==> config.mk <==
export PLATFORM = sky130hd
export DESIGN_NAME = row_cell_bank
export DESIGN_NICKNAME = d
export VERILOG_FILES = /design/src/rtl/row_store_pkg.sv /design/src/rtl/row_run_scanner.sv /design/src/rtl/row_cell_bank.sv
export SDC_FILE = /design/constraint.sdc
export NUM_CORES = 1
export LEC_CHECK = 0
export BUFFER_PORTS_ARGS = -buffer_cell sky130_fd_sc_hd__clkbuf_2
export CAP_MARGIN = 0
export CORE_MARGIN = 1.5
export CORE_UTILIZATION = 55
export CTS_BUF_LIST = sky130_fd_sc_hd__clkbuf_4 sky130_fd_sc_hd__clkbuf_8
export DETAILED_ROUTE_END_ITERATION = 10
export PLACE_DENSITY = 0.8
export SYNTH_ARGS = -nofsm -noshare
export SYNTH_HDL_FRONTEND = slang
export SYNTH_HIERARCHICAL = 1
export SYNTH_SLANG_ARGS = --single-unit
export TNS_END_PERCENT = 5
==> constraint.sdc <==
create_clock -name clock -period 4.02 [get_ports clock]
set_input_delay 0.804 -clock clock [delete_from_list [all_inputs] [get_ports clock]]
set_output_delay 0.804 -clock clock [all_outputs]
set_load 0.01 [all_outputs]
==> src/rtl/row_store_pkg.sv <==
// Shared constants and scan FSM state type for the row cell bank.
package row_store_pkg;

  localparam int EMPTY_CELL      = 0;
  localparam int DEFAULT_WIN_LEN = 5;

  typedef enum logic [1:0] {
    IDLE = 2'd0,
    SCAN = 2'd1,
    DONE = 2'd2
  } scan_state_t;

endpackage

==> src/rtl/row_run_scanner.sv <==
// Longest-run tracker: counts consecutive points equal to the player code.
module row_run_scanner
  import row_store_pkg::*;
#(
  parameter int CELL_W  = 2,
  parameter int SEL_W   = 4,
  parameter int WIN_LEN = DEFAULT_WIN_LEN
) (
  input  logic              clock,
  input  logic              reset,
  input  logic [CELL_W-1:0] point,
  input  logic [CELL_W-1:0] player,
  input  logic              step,
  input  logic              restart,
  output logic [SEL_W:0]    max_run,
  output logic              win
);

  localparam logic [SEL_W:0] WIN_T = (SEL_W + 1)'(WIN_LEN);
  localparam logic [SEL_W:0] ONE   = (SEL_W + 1)'(1);

  logic [SEL_W:0] run_len;
  logic [SEL_W:0] run_next;

  assign run_next = run_len + ONE;

  always_ff @(posedge clock) begin
    if (!reset || restart) begin
      run_len <= '0;
      max_run <= '0;
    end else if (step) begin
      if (point == player) begin
        run_len <= run_next;
        if (run_next > max_run) max_run <= run_next;
      end else begin
        run_len <= '0;
      end
    end
  end

  assign win = (max_run >= WIN_T);

endmodule

==> src/rtl/row_cell_bank.sv <==
// One board row: guarded point storage, occupancy count and a serial run scan.
module row_cell_bank
  import row_store_pkg::*;
#(
  parameter int CELLS   = 16,
  parameter int CELL_W  = 2,
  parameter int WIN_LEN = DEFAULT_WIN_LEN,
  parameter int SEL_W   = $clog2(CELLS)
) (
  input  logic                    clock,
  input  logic                    reset,
  input  logic                    wr_en,
  input  logic [SEL_W-1:0]        wr_sel,
  input  logic [CELL_W-1:0]       wr_data,
  input  logic                    clear,
  input  logic [SEL_W-1:0]        rd_sel,
  output logic [CELL_W-1:0]       rd_data,
  output logic [CELLS*CELL_W-1:0] row_out,
  output logic                    wr_ack,
  output logic                    wr_reject,
  output logic [SEL_W:0]          occ_count,
  input  logic                    scan_start,
  input  logic [CELL_W-1:0]       scan_player,
  output logic                    scan_busy,
  output logic                    scan_done,
  output logic [SEL_W:0]          max_run,
  output logic                    win
);

  localparam logic [SEL_W:0]    NUM_CELLS = (SEL_W + 1)'(CELLS);
  localparam logic [SEL_W-1:0]  LAST_IDX  = SEL_W'(CELLS - 1);
  localparam logic [CELL_W-1:0] EMPTY     = CELL_W'(EMPTY_CELL);
  localparam logic [SEL_W:0]    ONE       = (SEL_W + 1)'(1);

  logic [CELL_W-1:0] cells [CELLS];
  scan_state_t       state;
  logic [SEL_W-1:0]  scan_idx;
  logic [CELL_W-1:0] player_q;

  logic              wr_in_range;
  logic              rd_in_range;
  logic [CELL_W-1:0] target;
  logic              wr_accept;
  logic              scan_go;

  assign wr_in_range = ({1'b0, wr_sel} < NUM_CELLS);
  assign rd_in_range = ({1'b0, rd_sel} < NUM_CELLS);

  always_comb begin
    target = EMPTY;
    if (wr_in_range) target = cells[wr_sel];
  end

  // A nonzero value may only land on an empty point; erasing is always allowed.
  assign wr_accept = wr_en && !clear && (state != SCAN) && wr_in_range &&
                     ((wr_data == EMPTY) || (target == EMPTY));

  assign scan_go = !clear && (state == IDLE) && scan_start;

  always_ff @(posedge clock) begin
    if (!reset || clear) begin
      for (int i = 0; i < CELLS; i++) cells[i] <= EMPTY;
      occ_count <= '0;
    end else if (wr_accept) begin
      cells[wr_sel] <= wr_data;
      if ((wr_data != EMPTY) && (target == EMPTY))
        occ_count <= occ_count + ONE;
      else if ((wr_data == EMPTY) && (target != EMPTY))
        occ_count <= occ_count - ONE;
    end
  end

  always_ff @(posedge clock) begin
    if (!reset) begin
      rd_data   <= '0;
      wr_ack    <= 1'b0;
      wr_reject <= 1'b0;
    end else begin
      rd_data   <= rd_in_range ? cells[rd_sel] : EMPTY;
      wr_ack    <= wr_accept;
      wr_reject <= wr_en && !wr_accept;
    end
  end

  always_comb begin
    row_out = '0;
    for (int i = 0; i < CELLS; i++) row_out[i*CELL_W +: CELL_W] = cells[i];
  end

  always_ff @(posedge clock) begin
    if (!reset || clear) begin
      state <= IDLE;
    end else begin
      case (state)
        IDLE:    if (scan_start) state <= SCAN;
        SCAN:    if (scan_idx == LAST_IDX) state <= DONE;
        DONE:    state <= IDLE;
        default: state <= IDLE;
      endcase
    end
  end

  always_ff @(posedge clock) begin
    if (scan_go) begin
      scan_idx <= '0;
      player_q <= scan_player;
    end else if (state == SCAN) begin
      scan_idx <= scan_idx + 1'b1;
    end
  end

  assign scan_busy = (state == SCAN);
  assign scan_done = (state == DONE);

  row_run_scanner #(
    .CELL_W (CELL_W),
    .SEL_W  (SEL_W),
    .WIN_LEN(WIN_LEN)
  ) u_scanner (
    .clock  (clock),
    .reset  (reset),
    .point  (cells[scan_idx]),
    .player (player_q),
    .step   (scan_busy && !clear),
    .restart(clear || scan_go),
    .max_run(max_run),
    .win    (win)
  );

endmodule

======== Word level (Yosys, flattened, before mapping) ========
Memory sizes are Yosys's and may differ from the RTL's. A register that Yosys moved wholly into a read port is not among the register bits.
Cells that the tools add are included.
cells by class
  mux-type cells .......................... 16
  add/subtract/negate cells ............... 4
  equal/unequal tests ..................... 7
  $lt $le $gt $ge ......................... 2
  reduce and logical (&&, ||, !) cells .... 27
operators by type and width
  operator                                             number
  two-way mux 5 bit                                    3
  two-way mux 4 bit                                    3
  adder 5 x 1 -> 5 bit, second input constant          2
  logical AND 1 bit                                    9
  logical NOT 2 bit                                    3
  two-way mux 1 bit                                    6
  two-way mux 2 bit                                    3
  nonzero test 2 bit                                   3
  >= comparator 5 x 3 -> 1 bit, second input constant  1
  greater-than comparator 5 bit                        1
  subtractor 5 x 1 -> 5 bit, second input constant     1
  adder 4 x 1 -> 4 bit, second input constant          1
  == test 4 bit, second input constant                 1
  logical NOT 1 bit                                    4
  logical OR 1 bit                                     4
  != test 2 x 1 -> 1 bit, second input constant        2
  one-hot mux 2 bit (2 select lines)                   1
  AND reduction 2 bit                                  2
  AND reduction 3 bit                                  1
  == test 2 x 1 -> 1 bit, second input constant        1
  == test 2 bit                                        1
  == test 2 bit, second input constant                 1
  != test 2 bit, second input constant                 1
  OR reduction 2 bit                                   1
word-level totals
  memories kept ........................... 1
  input bits .............................. 17
  flip-flop bits (word level) ............. 25
  memory bits (writable) .................. 32
  logic and storage cells ................. 65
  output and inout port bits .............. 49
memory list
  memory  words  width  rd ports  clocked after memory_dff  wr ports  line                 RTL
  cells   16     2      19        2                         16        row_cell_bank.sv:35  logic [CELL_W-1:0] cells [CELLS];

======== Longest topological paths before layout ========
Gate-level depths: netlist (run 1).
  depth in word-level cells ............... 9
  gate-level depth with buffers ........... 15
  gate-level depth less buffers ........... 13

======== Hierarchy ========
Netlist (run 1), hierarchy kept.
by module, submodules not included
  module           seq. area each (um^2)  cells an instance  area each (um^2)  instances
  row_cell_bank    1401.3                 255                2941.6            1
  row_run_scanner  200.2                  68                 593.1             1

======== Worst setup path after synthesis (run 1) ========
Ideal clock, no wire load.
  path kind ............................... input port to flip-flop
  from .................................... in wr_sel[3]
  to ...................................... reg occ_count[4]
  data required time ...................... 3.891 ns
  stages .................................. 15
  arrival ................................. 3.185 ns
  setup slack ............................. 0.706 ns
  path buffers ............................ 2
  setup time .............................. 0.129 ns
  cells stage by stage .................... clkbuf_2 > and2_1 > clkbuf_1 > nand2_1 > o32a_1 > o311a_1 > o221a_2 > ha_1 > inv_1 > ha_1 > nor2b_1 > o21a_1 > o211a_1 > o21ai_0 > o31ai_1
on the way
  word-level cells in the longest chain between the ends .. 5
  elaborated cells on any way between the ends .. 10
  classes of those cells .................. 1 x mux; 8 x reduce/logical; 1 x memory
ends and longest elaborated chain
  what                                                                      line                                                           RTL
  from (decl)                                                               row_cell_bank.sv:13                                            input logic [SEL_W-1:0] wr_sel,
  memory (16 x 2 bit) (*)                                                   n/a
  logical NOT 2 bit or nonzero test 2 bit (tied branches)                   row_cell_bank.sv:56, row_cell_bank.sv:66, row_cell_bank.sv:68
  logical AND 1 bit (tied with other cells)                                 row_cell_bank.sv:66                                            if ((wr_data != EMPTY) && (target == EMPTY))
  nonzero test 2 bit (no source line) or logical AND 1 bit (tied branches)  n/a
  AND reduction 2 bit (no source line)                                      n/a
  to (signal assigned)                                                      row_cell_bank.sv:67                                            occ_count <= occ_count + ONE;
  to (signal assigned)                                                      row_cell_bank.sv:69                                            occ_count <= occ_count - ONE;
  to (decl)                                                                 row_cell_bank.sv:21                                            output logic [SEL_W:0] occ_count,
Every way passes the cells marked *; elsewhere a longest branch is shown, timed or not.
A chain may end at the register's enable or synchronous reset.

======== Worst setup path in the final report (run 1) ========
  from .................................... in wr_sel[0]
  to ...................................... reg occ_count[4]
Same word-level chain as after synthesis.

==> impl_results.md, run 1 <==
* Outcome: complete, no violations
* Synth cell types at 49
* Leakage power at 1.83 nW
* Sum Neg Setup Slack at 0 ns
* Clock slew at reported path FFs at 0.07 ns
* Vias post-DR at 2951
* Critical path startpoint category: input port
* Vias in the first global route at 2947
* PwrDens at 381 nW/um2
* Global Route Usage Sum at 27.4%
* Initial antenna violation count at 0
* WL final at 9.09 mm
* Grt ovf at 0
* CTS Buffer Depth at 2
* Largest net degree at the start of global routing at 18
* IO Pins at 66
* Slew headroom at 55.7%
* DIE WIDTH at 83.2 um
* Drt pass-1 iters at 5
* CTS Buf Count at 9
* Hold_buf cts at 0
* First-pass GRT wire length at 14.7 mm
* # DRC at 0
* Min-Delay Path Class: flop to flop
* TritonCTS clock tree: yes
* RSZ-0062 raised after global routing: false
* Post-detailed-route count of antenna-violating nets at 0
* Number of port buffers at 65
* Initial Utilization at 56.3%
* Area Growth Syn to Fin at 17.6%
* RePlAce Congestion at 0.999
* ANT cells at 0
* Post-synth EDFFs at 34
* Clk_skew at 0.00978 ns
* Placed cells at 457
* Clk sinks at 63
* Syn Area/Cell at 10.9 um2
* WS Path Type: input port to flop
* Period utilization at 85.0%
* Core area at 6280 um2
* Post-CTS setup buffers at 0
* Max Fclk at 293 MHz
* H-tree depth at 3
* Max-slew violation count at 0
* Post-synth top cells: edfxtp_1 (34), and3_1 (33), nor2_1 (30)
* Fin cells at 473
* Register bit total from synthesis at 63
* Skew-Pair Late Insertion Delay at 0.35 ns
* Total design power at 0.00158 W
* Sequential share of the synthesized area at 45.3%
* Die area at 6920 um2
* Final hold vios at 0
* Height of the chip at 83.2 um
* Cell Area, Synth at 3530 um2
* Max-Cap Viols at 0
* Ys async rst share at 0%
* Synth area leaders: edfxtp_1 (29%), dfxtp_1 (16%), mux4_2 (8.9%)
* Clock root cell: clkbuf_8
* Final nets at 422
* VDD IR max at 0.295 mV
* Mapped Cells at 323
* Post-synth top area cell: edfxtp_1
* Final worst path period need at 3.42 ns
* Layout cell share with drive strength beyond 1 at 26.8%
* HPWL after detailed placement at 6.83 mm
* Worst EP arrival at 3.69 ns
* Req. time, crit path at 4.29 ns
* Post-CTS sizing at 0
* Synth Flop Type: edfxtp_1
* Share of the synthesized area in the top cell type at 28.9%
* Finish-stage setup viols at 0
* CP Capture Type: flop
* Yosys warns at 6
* # rows at 29
* Top-count cell post-synth: edfxtp_1
* DRT iter0 DRCs at 218
* Actual slew at the worst max-slew pin at 0.661 ns
* Via density at 6.24
* Mapped Nets at 354
* Max FO, Critical Path at 14
* Average wire per standard cell at 19.2 um
power breakdown:
part | switching, W | internal, W
registers | 0.0000454 | 0.000708
logic | 0.000110 | 0.000106
clock network | 0.000251 | 0.000362
total | 0.000406 | 0.00118
placed cells by master, fill, tap and decap left out, drive strengths merged, types with 3 or more instances in the layout:
master	instances
clkbuf	75
edfxtp	34
and3	33
nor2	30
dfxtp	29
nand2	24
o21ai	20
mux4	19
ha	13
nor3	12
inv	11
a21oi	11
nand2b	10
nand3	7
xnor2	7
nor2b	6
buf	6
mux2i	5
xor2	4
o31ai	3
a22oi	3
nand4	3
final cells by class:
cell class                 instances  area [um2]
tap                               77        96.3
fill                             503        2120
timing repair buffer              71         370
inverter                          11        41.3
multi-input combinational        235        1830
clock inverter                     6        83.8
clock buffer                      10         138
sequential                        63        1600
worst max-delay path: stages:
cell	delay, ns
clkbuf_2	0.19
o311ai_0	0.47
o32a_1	0.24
o311a_1	0.19
o221a_2	0.19
ha_1	0.24
inv_1	0.13
ha_1	0.30
nor2b_1	0.13
o21a_1	0.18
nor4b_1	0.40
o21ai_0	0.14
o31ai_1	0.08
registers in the layout, indices dropped and copies added, names as in the netlist, named ones only:
signal / count
u_scanner/max_run: 5
cells: 32
wr_ack: 1
rd_data: 2
u_scanner/run_len: 5
player_q: 2
scan_idx: 4
wr_reject: 1
occ_count: 5
state: 2
stage by stage:
stage               hold slack, ns  worst slack (ns)  area (um2)  utilization (%)
CTS                          0.471             0.677        4160             66.2
detailed placement           0.464             0.325        3940             62.7
floorplan                    0.431             0.706        3530                -
finish                       0.468             0.603        4160             66.2
global placement             0.442             0.499        3940             62.7
global route                 0.498             0.363        4160             66.2
per-layer routing:
layer  share of wire, %  wire length [um]  up-vias  GRT usage (%)
li1                   -                 -     1360              -
met2                 50              4520      161           45.2
met3                8.6               786       29           7.75
met5                  0                 0        -              0
met1                 39              3530     1401           34.0
met4                2.8               251        0           11.5
worst paths after layout:
check               from           end  slack (ns)  cells after the start
max            wr_sel[0]  occ_count[4]        0.60                     13
min             state[1]      state[0]        0.47                      1
max reg2reg  cells[6][1]  occ_count[4]        0.79                     12
min reg2reg     state[1]      state[0]        0.47                      1
cell families after synthesis:
| logic type | after synthesis | synth area share [%] |
|---|---|---|
| AO/OA/AOI/OAI | 53 | 10.2 |
| XOR/XNOR | 11 | 2.73 |
| adder cells (fa/ha/maj) | 14 | 5.17 |
| buffers and inverters | 25 | 3.01 |
| flip-flops | 63 | 45.3 |
| multiplexers | 25 | 14.4 |
| AND/OR/NAND/NOR | 132 | 19.2 |
Power figures use the tool's default switching activity.
==> run 2: changes to the inputs <==
--- a/config.mk
+++ b/config.mk
@@ -8,10 +8,10 @@
 export BUFFER_PORTS_ARGS = -buffer_cell sky130_fd_sc_hd__clkbuf_2
 export CAP_MARGIN = 0
 export CORE_MARGIN = 1.5
-export CORE_UTILIZATION = 55
+export CORE_UTILIZATION = 58
 export CTS_BUF_LIST = sky130_fd_sc_hd__clkbuf_4 sky130_fd_sc_hd__clkbuf_8
 export DETAILED_ROUTE_END_ITERATION = 10
-export PLACE_DENSITY = 0.8
+export PLACE_DENSITY = 0.84
 export SYNTH_ARGS = -nofsm -noshare
 export SYNTH_HDL_FRONTEND = slang
 export SYNTH_HIERARCHICAL = 1
==> run 2 against run 1 <==
Cell area down 1.6%; combinational power down 2%; clock power down 23%; non-clock buffer count down 1; critical endpoint unchanged; largest cell class unchanged; largest power group unchanged.
==> impl_results.md, run 2 (synthesized netlist as in run 1, its figures left out) <==
* Core area at 5890 um2
* Sequential Area at 1600 um2
* Max Fclk at 304 MHz
* HPWL after detailed placement at 6.66 mm
* Post-CTS sizing at 0
* Initial Utilization at 60.1%
* Worst EP arrival at 3.57 ns
* DIE WIDTH at 81.1 um
* Sum Neg Setup Slack at 0 ns
* Grt ovf at 0
* Number of port buffers at 65
* Global Route Usage Sum at 28.9%
* Vias post-DR at 2933
* Final worst path period need at 3.29 ns
* Critical path startpoint category: input port
* Max FFs per register at 32
* FF-to-FF path depth at 12
* Delay-heaviest family, CP: compound AO/OA/AOI/OAI gates
* Hold_buf cts at 0
* Pint at 0.00104 W
* WP buf/inv at 2
* Slowest stage delay, CP at 0.47 ns
* Max FO, Critical Path at 14
* Fill cell count at 444
* Area taken by multi-input logic gates at 1830 um2
* Post-CTS setup buffers at 0
* # rows at 28
* Initial antenna violation count at 0
* Slew headroom at 26.8%
* Final nets at 421
* PwrDens at 351 nW/um2
* Finish-stage setup viols at 0
* H-tree depth at 3
* Max-slew violation count at 0
* Post-detailed-route count of antenna-violating nets at 0
* Drt pass-1 iters at 4
* Commonest non-fill, non-tap cell in the layout: clkbuf_2
* WS Path Type: input port to flop
* Period utilization at 82.0%
* Height of the chip at 81.1 um
* Clock slew at reported path FFs at 0.07 ns
* WL final at 8.83 mm
* Vias in the first global route at 2886
* Seq pwr share at 52.5%
* Commonest cells after routing, fill and taps aside: clkbuf_2 (65), edfxtp_1 (34), and3_1 (33), nor2_1 (30), dfxtp_1 (29)
* RePlAce Congestion at 0.976
* First-pass GRT wire length at 14.0 mm
* ANT cells at 0
* Worst-path cell chain: clkbuf_2, o311ai_0, o32a_1, o311a_1, o221a_2, ha_1, inv_1, ha_1, nor2b_1, o21a_1, nor4b_1, o21ai_0, o31ai_1
* IO Pins at 66
* Final hold vios at 0
* Hold depth at 1
* Req. time, crit path at 4.29 ns
* Leakage power at 1.80 nW
* Average wire per standard cell at 18.8 um
* Clock root cell: clkbuf_8
* Clock network power share at 32.7%
* Switching share of power at 27.2%
* Skew-Pair Late Insertion Delay at 0.35 ns
* Die area at 6570 um2
* Max-Cap Viols at 0
* Most used cell along the critical path: ha_1
* Most flops, register: cells
* CTS Buf Count at 9
* Sw Pwr at 0.000391 W
* Crit path depth at 13
* Comb power frac at 14.8%
* CTS Buffer Depth at 2
* RSZ-0062 raised after global routing: false
* Hold_ws at 0.455 ns
* Via density at 6.24
* VDD IR max at 0.335 mV
* TritonCTS clock tree: yes
* Actual slew at the worst max-slew pin at 1.10 ns
* DRT iter0 DRCs at 160
* Clk sinks at 63
* Largest net degree at the start of global routing at 18
* Layout cell share with drive strength beyond 1 at 26.3%
* Clk_skew at 0.00908 ns
* Min-Delay Path Class: flop to flop
* CP Capture Type: flop
* # DRC at 0
* Outcome: complete, no violations
* Critical path's slowest cell: o311ai_0
* Area Growth Syn to Fin at 15.7%
run 2: power groups by stage:
stage	clock network, W	logic [W]	registers (W)
finish	0.000469	0.000212	0.000753
CTS	0.000471	0.000212	0.000751
global route	0.000495	0.000232	0.000756
global placement	0	0.000204	0.000764
floorplan	0	0.000159	0.000748
detailed placement	0	0.000211	0.000765
run 2: cell type report:
cell class / instances / share of cell area (%)
Clock buffer: 11 / 3.40
Clock inverter: 5 / 0.612
Inverter: 11 / 1.01
Multi-Input combinational cell: 235 / 44.7
Sequential cell: 63 / 39.2
Tap cell: 75 / 2.29
Timing Repair Buffer: 70 / 8.87
run 2: final timing paths:
check,start,slack [ns],endpoint
hold reg to reg,state[1],0.45,state[0]
setup reg to reg,cells[6][0],0.91,occ_count[4]
setup / recovery,wr_sel[0],0.73,occ_count[4]
hold / removal,state[1],0.45,state[0]
run 2: metrics by stage:
stage	cell area, um2	setup slack, ns	std cells	util [%]	total power, W
after global placement	3930	0.539	454	66.7	0.000968
after global routing	4090	0.463	470	69.5	0.00148
after detailed placement	3930	0.406	454	66.7	0.000976
after CTS	4090	0.769	470	69.5	0.00143
after floorplan	3530	0.706	323	-	0.000907
final	4090	0.725	470	69.5	0.00143
run 2: metal layers:
metal,vias up,wire [um],track usage (%)
met5,-,0,0
met4,0,257,13.1
met3,28,652,6.85
met2,136,4490,48.8
met1,1413,3430,35.2
li1,1356,-,-
==> run 3: changes to the inputs <==
--- a/config.mk
+++ b/config.mk
@@ -8,10 +8,10 @@
 export BUFFER_PORTS_ARGS = -buffer_cell sky130_fd_sc_hd__clkbuf_2
 export CAP_MARGIN = 0
 export CORE_MARGIN = 1.5
-export CORE_UTILIZATION = 58
+export CORE_UTILIZATION = 52
 export CTS_BUF_LIST = sky130_fd_sc_hd__clkbuf_4 sky130_fd_sc_hd__clkbuf_8
 export DETAILED_ROUTE_END_ITERATION = 10
-export PLACE_DENSITY = 0.84
+export PLACE_DENSITY = 0.79
 export SYNTH_ARGS = -nofsm -noshare
 export SYNTH_HDL_FRONTEND = slang
 export SYNTH_HIERARCHICAL = 1
==> constraint.sdc (replaced) <==
create_clock -name clock -period 2.96 [get_ports clock]
set_input_delay 0.592 -clock clock [delete_from_list [all_inputs] [get_ports clock]]
set_output_delay 0.592 -clock clock [all_outputs]
set_load 0.01 [all_outputs]
==> run 3 against run 2 <==
The flow now finishes with violations (design-rule violations); clock skew about the same; flip-flop and latch count unchanged; sequential share of layout area decreased by 2.3 points; core utilization decreased by 2.2 points; critical path type unchanged; cell area increased by 6.3%; worst setup slack got worse by 0.58 ns; via count increased by 7.8%; global-route usage about the same; largest power group unchanged; routed wire length increased by 14%; hold slack got worse by 0.012 ns; clock power increased by 52%; non-clock buffer count increased by 29.
==> impl_results.md, run 3 (synthesized netlist as in run 1, its figures left out) <==
* Clk_skew at 0.00892 ns
* Largest net degree at the start of global routing at 18
* Grt ovf at 0
* Post-detailed-route count of antenna-violating nets at 0
* # rows at 29
* Total design power at 0.00208 W
* Commonest cells after routing, fill and taps aside: clkbuf_2 (65), edfxtp_1 (34), buf_4 (34), and3_1 (33), nor2_1 (30)
* Clock root cell: clkbuf_8
* Worst setup margin at 0.147 ns
* WL final at 10.0 mm
* RSZ-0062 raised after global routing: true
* Sum Neg Setup Slack at 0 ns
* Area Growth Syn to Fin at 23.0%
* Req. time, crit path at 3.22 ns
* First-pass GRT wire length at 15.8 mm
* Final Core Density at 67.3%
* Final nets at 450
* Vias in the first global route at 3094
* Commonest non-fill, non-tap cell in the layout: clkbuf_2
* Average wire per standard cell at 20.1 um
* VDD IR max at 0.294 mV
* Period utilization at 95.0%
* CTS Buf Count at 9
* Max-slew violation count at 0
* Placed cells at 485
* HPWL after detailed placement at 7.71 mm
* IO Pins at 66
* CTS Buffer Depth at 2
* Finish-stage setup viols at 0
* Worst EP arrival at 3.07 ns
* Clock slew at reported path FFs at 0.07 ns
* Skew-Pair Late Insertion Delay at 0.35 ns
* Fill cell count at 494
* DRT iter0 DRCs at 276
* Violated checks: design-rule violations
* Initial Utilization at 54.7%
* Post-Place Worst Slack at -0.220 ns
* Vias post-DR at 3161
* Most flops, register: cells
* H-tree depth at 3
* Max Fclk at 355 MHz
* RePlAce Congestion at 1.02
* Via density at 6.31
* Initial antenna violation count at 0
* Slew headroom at 54.0%
* Final hold vios at 0
* Global Route Usage Sum at 29.0%
* Number of port buffers at 65
* CP Capture Type: flop
* Height of the chip at 85.4 um
* DIE WIDTH at 85.4 um
* ANT cells at 0
* Min-Delay Path Class: input port to flop
* WS Path Type: input port to flop
* PwrDens at 479 nW/um2
* Layout cell share with drive strength beyond 1 at 32.8%
* Leakage power at 1.96 nW
* Max FO, Critical Path at 4
* Drt pass-1 iters at 7
* # DRC at 5
* Actual slew at the worst max-slew pin at 0.687 ns
* Fin cells at 501
* Core area at 6460 um2
* TritonCTS clock tree: yes
* Critical path startpoint category: input port
* Die area at 7300 um2
* Clk sinks at 63
* Max-Cap Viols at 0
* Final worst path period need at 2.81 ns
* Outcome: finished with violations
* Max FFs per register at 32
-- run 3: critical path, stage by stage --
cell	delay (ns)
clkbuf_2	0.11
buf_4	0.14
nand2b_1	0.18
o22a_1	0.23
o2111ai_1	0.10
o31ai_2	0.14
o221a_2	0.28
ha_2	0.18
buf_4	0.15
fa_1	0.39
nor2b_1	0.13
o21a_1	0.15
o211a_1	0.17
o21ai_1	0.07
o31ai_1	0.06
-- run 3: worst paths after layout --
path                                      to  cells after the start  slack, ns           start
worst max-delay path            occ_count[4]                     15       0.15       wr_sel[0]
worst min-delay path             player_q[1]                      1       0.44  scan_player[1]
worst max register to register  cells[11][0]                     10       0.20     cells[6][0]
worst min register to register      state[0]                      1       0.46        state[1]
-- run 3: area by class of cell --
class,count,area (um2),share of cell area [%]
timing repair buffer,99,581,13.4
tap,77,96.3,2.22
inverter,11,41.3,0.950
clock buffer,15,181,4.17
clock inverter,1,5.00,0.115
multi-input combinational,235,1840,42.3
sequential,63,1600,36.8
-- run 3: repair_timing --
action                                 CTS  global route
resized for setup                        0             8
setup endpoints to repair                0            35
endpoints found under the hold margin    0             0
setup buffers                            0             0
hold buffers                             0             0
-- run 3: metrics by stage --
step	hold WS (ns)	cell area, um2
floorplan	0.431	3550
finish	0.442	4350
global route	0.434	4350
CTS	0.438	4340
global placement	0.445	4150
detailed placement	0.459	4150
-- run 3: layer usage --
metal	GRT usage [%]	vias to the layer above	part of all wire, %
met5	0	-	0
met4	15.1	0	3.3
met3	6.42	25	8.8
met2	45.5	172	48
met1	37.8	1543	40
li1	-	1421	-
-- run 3: where the power goes --
part           leakage, nW  switching, W  internal, W
Combinational         1.25      0.000181     0.000179
Clock                0.101      0.000324     0.000387
Sequential           0.611     0.0000492     0.000961
Total                 1.96      0.000554      0.00153
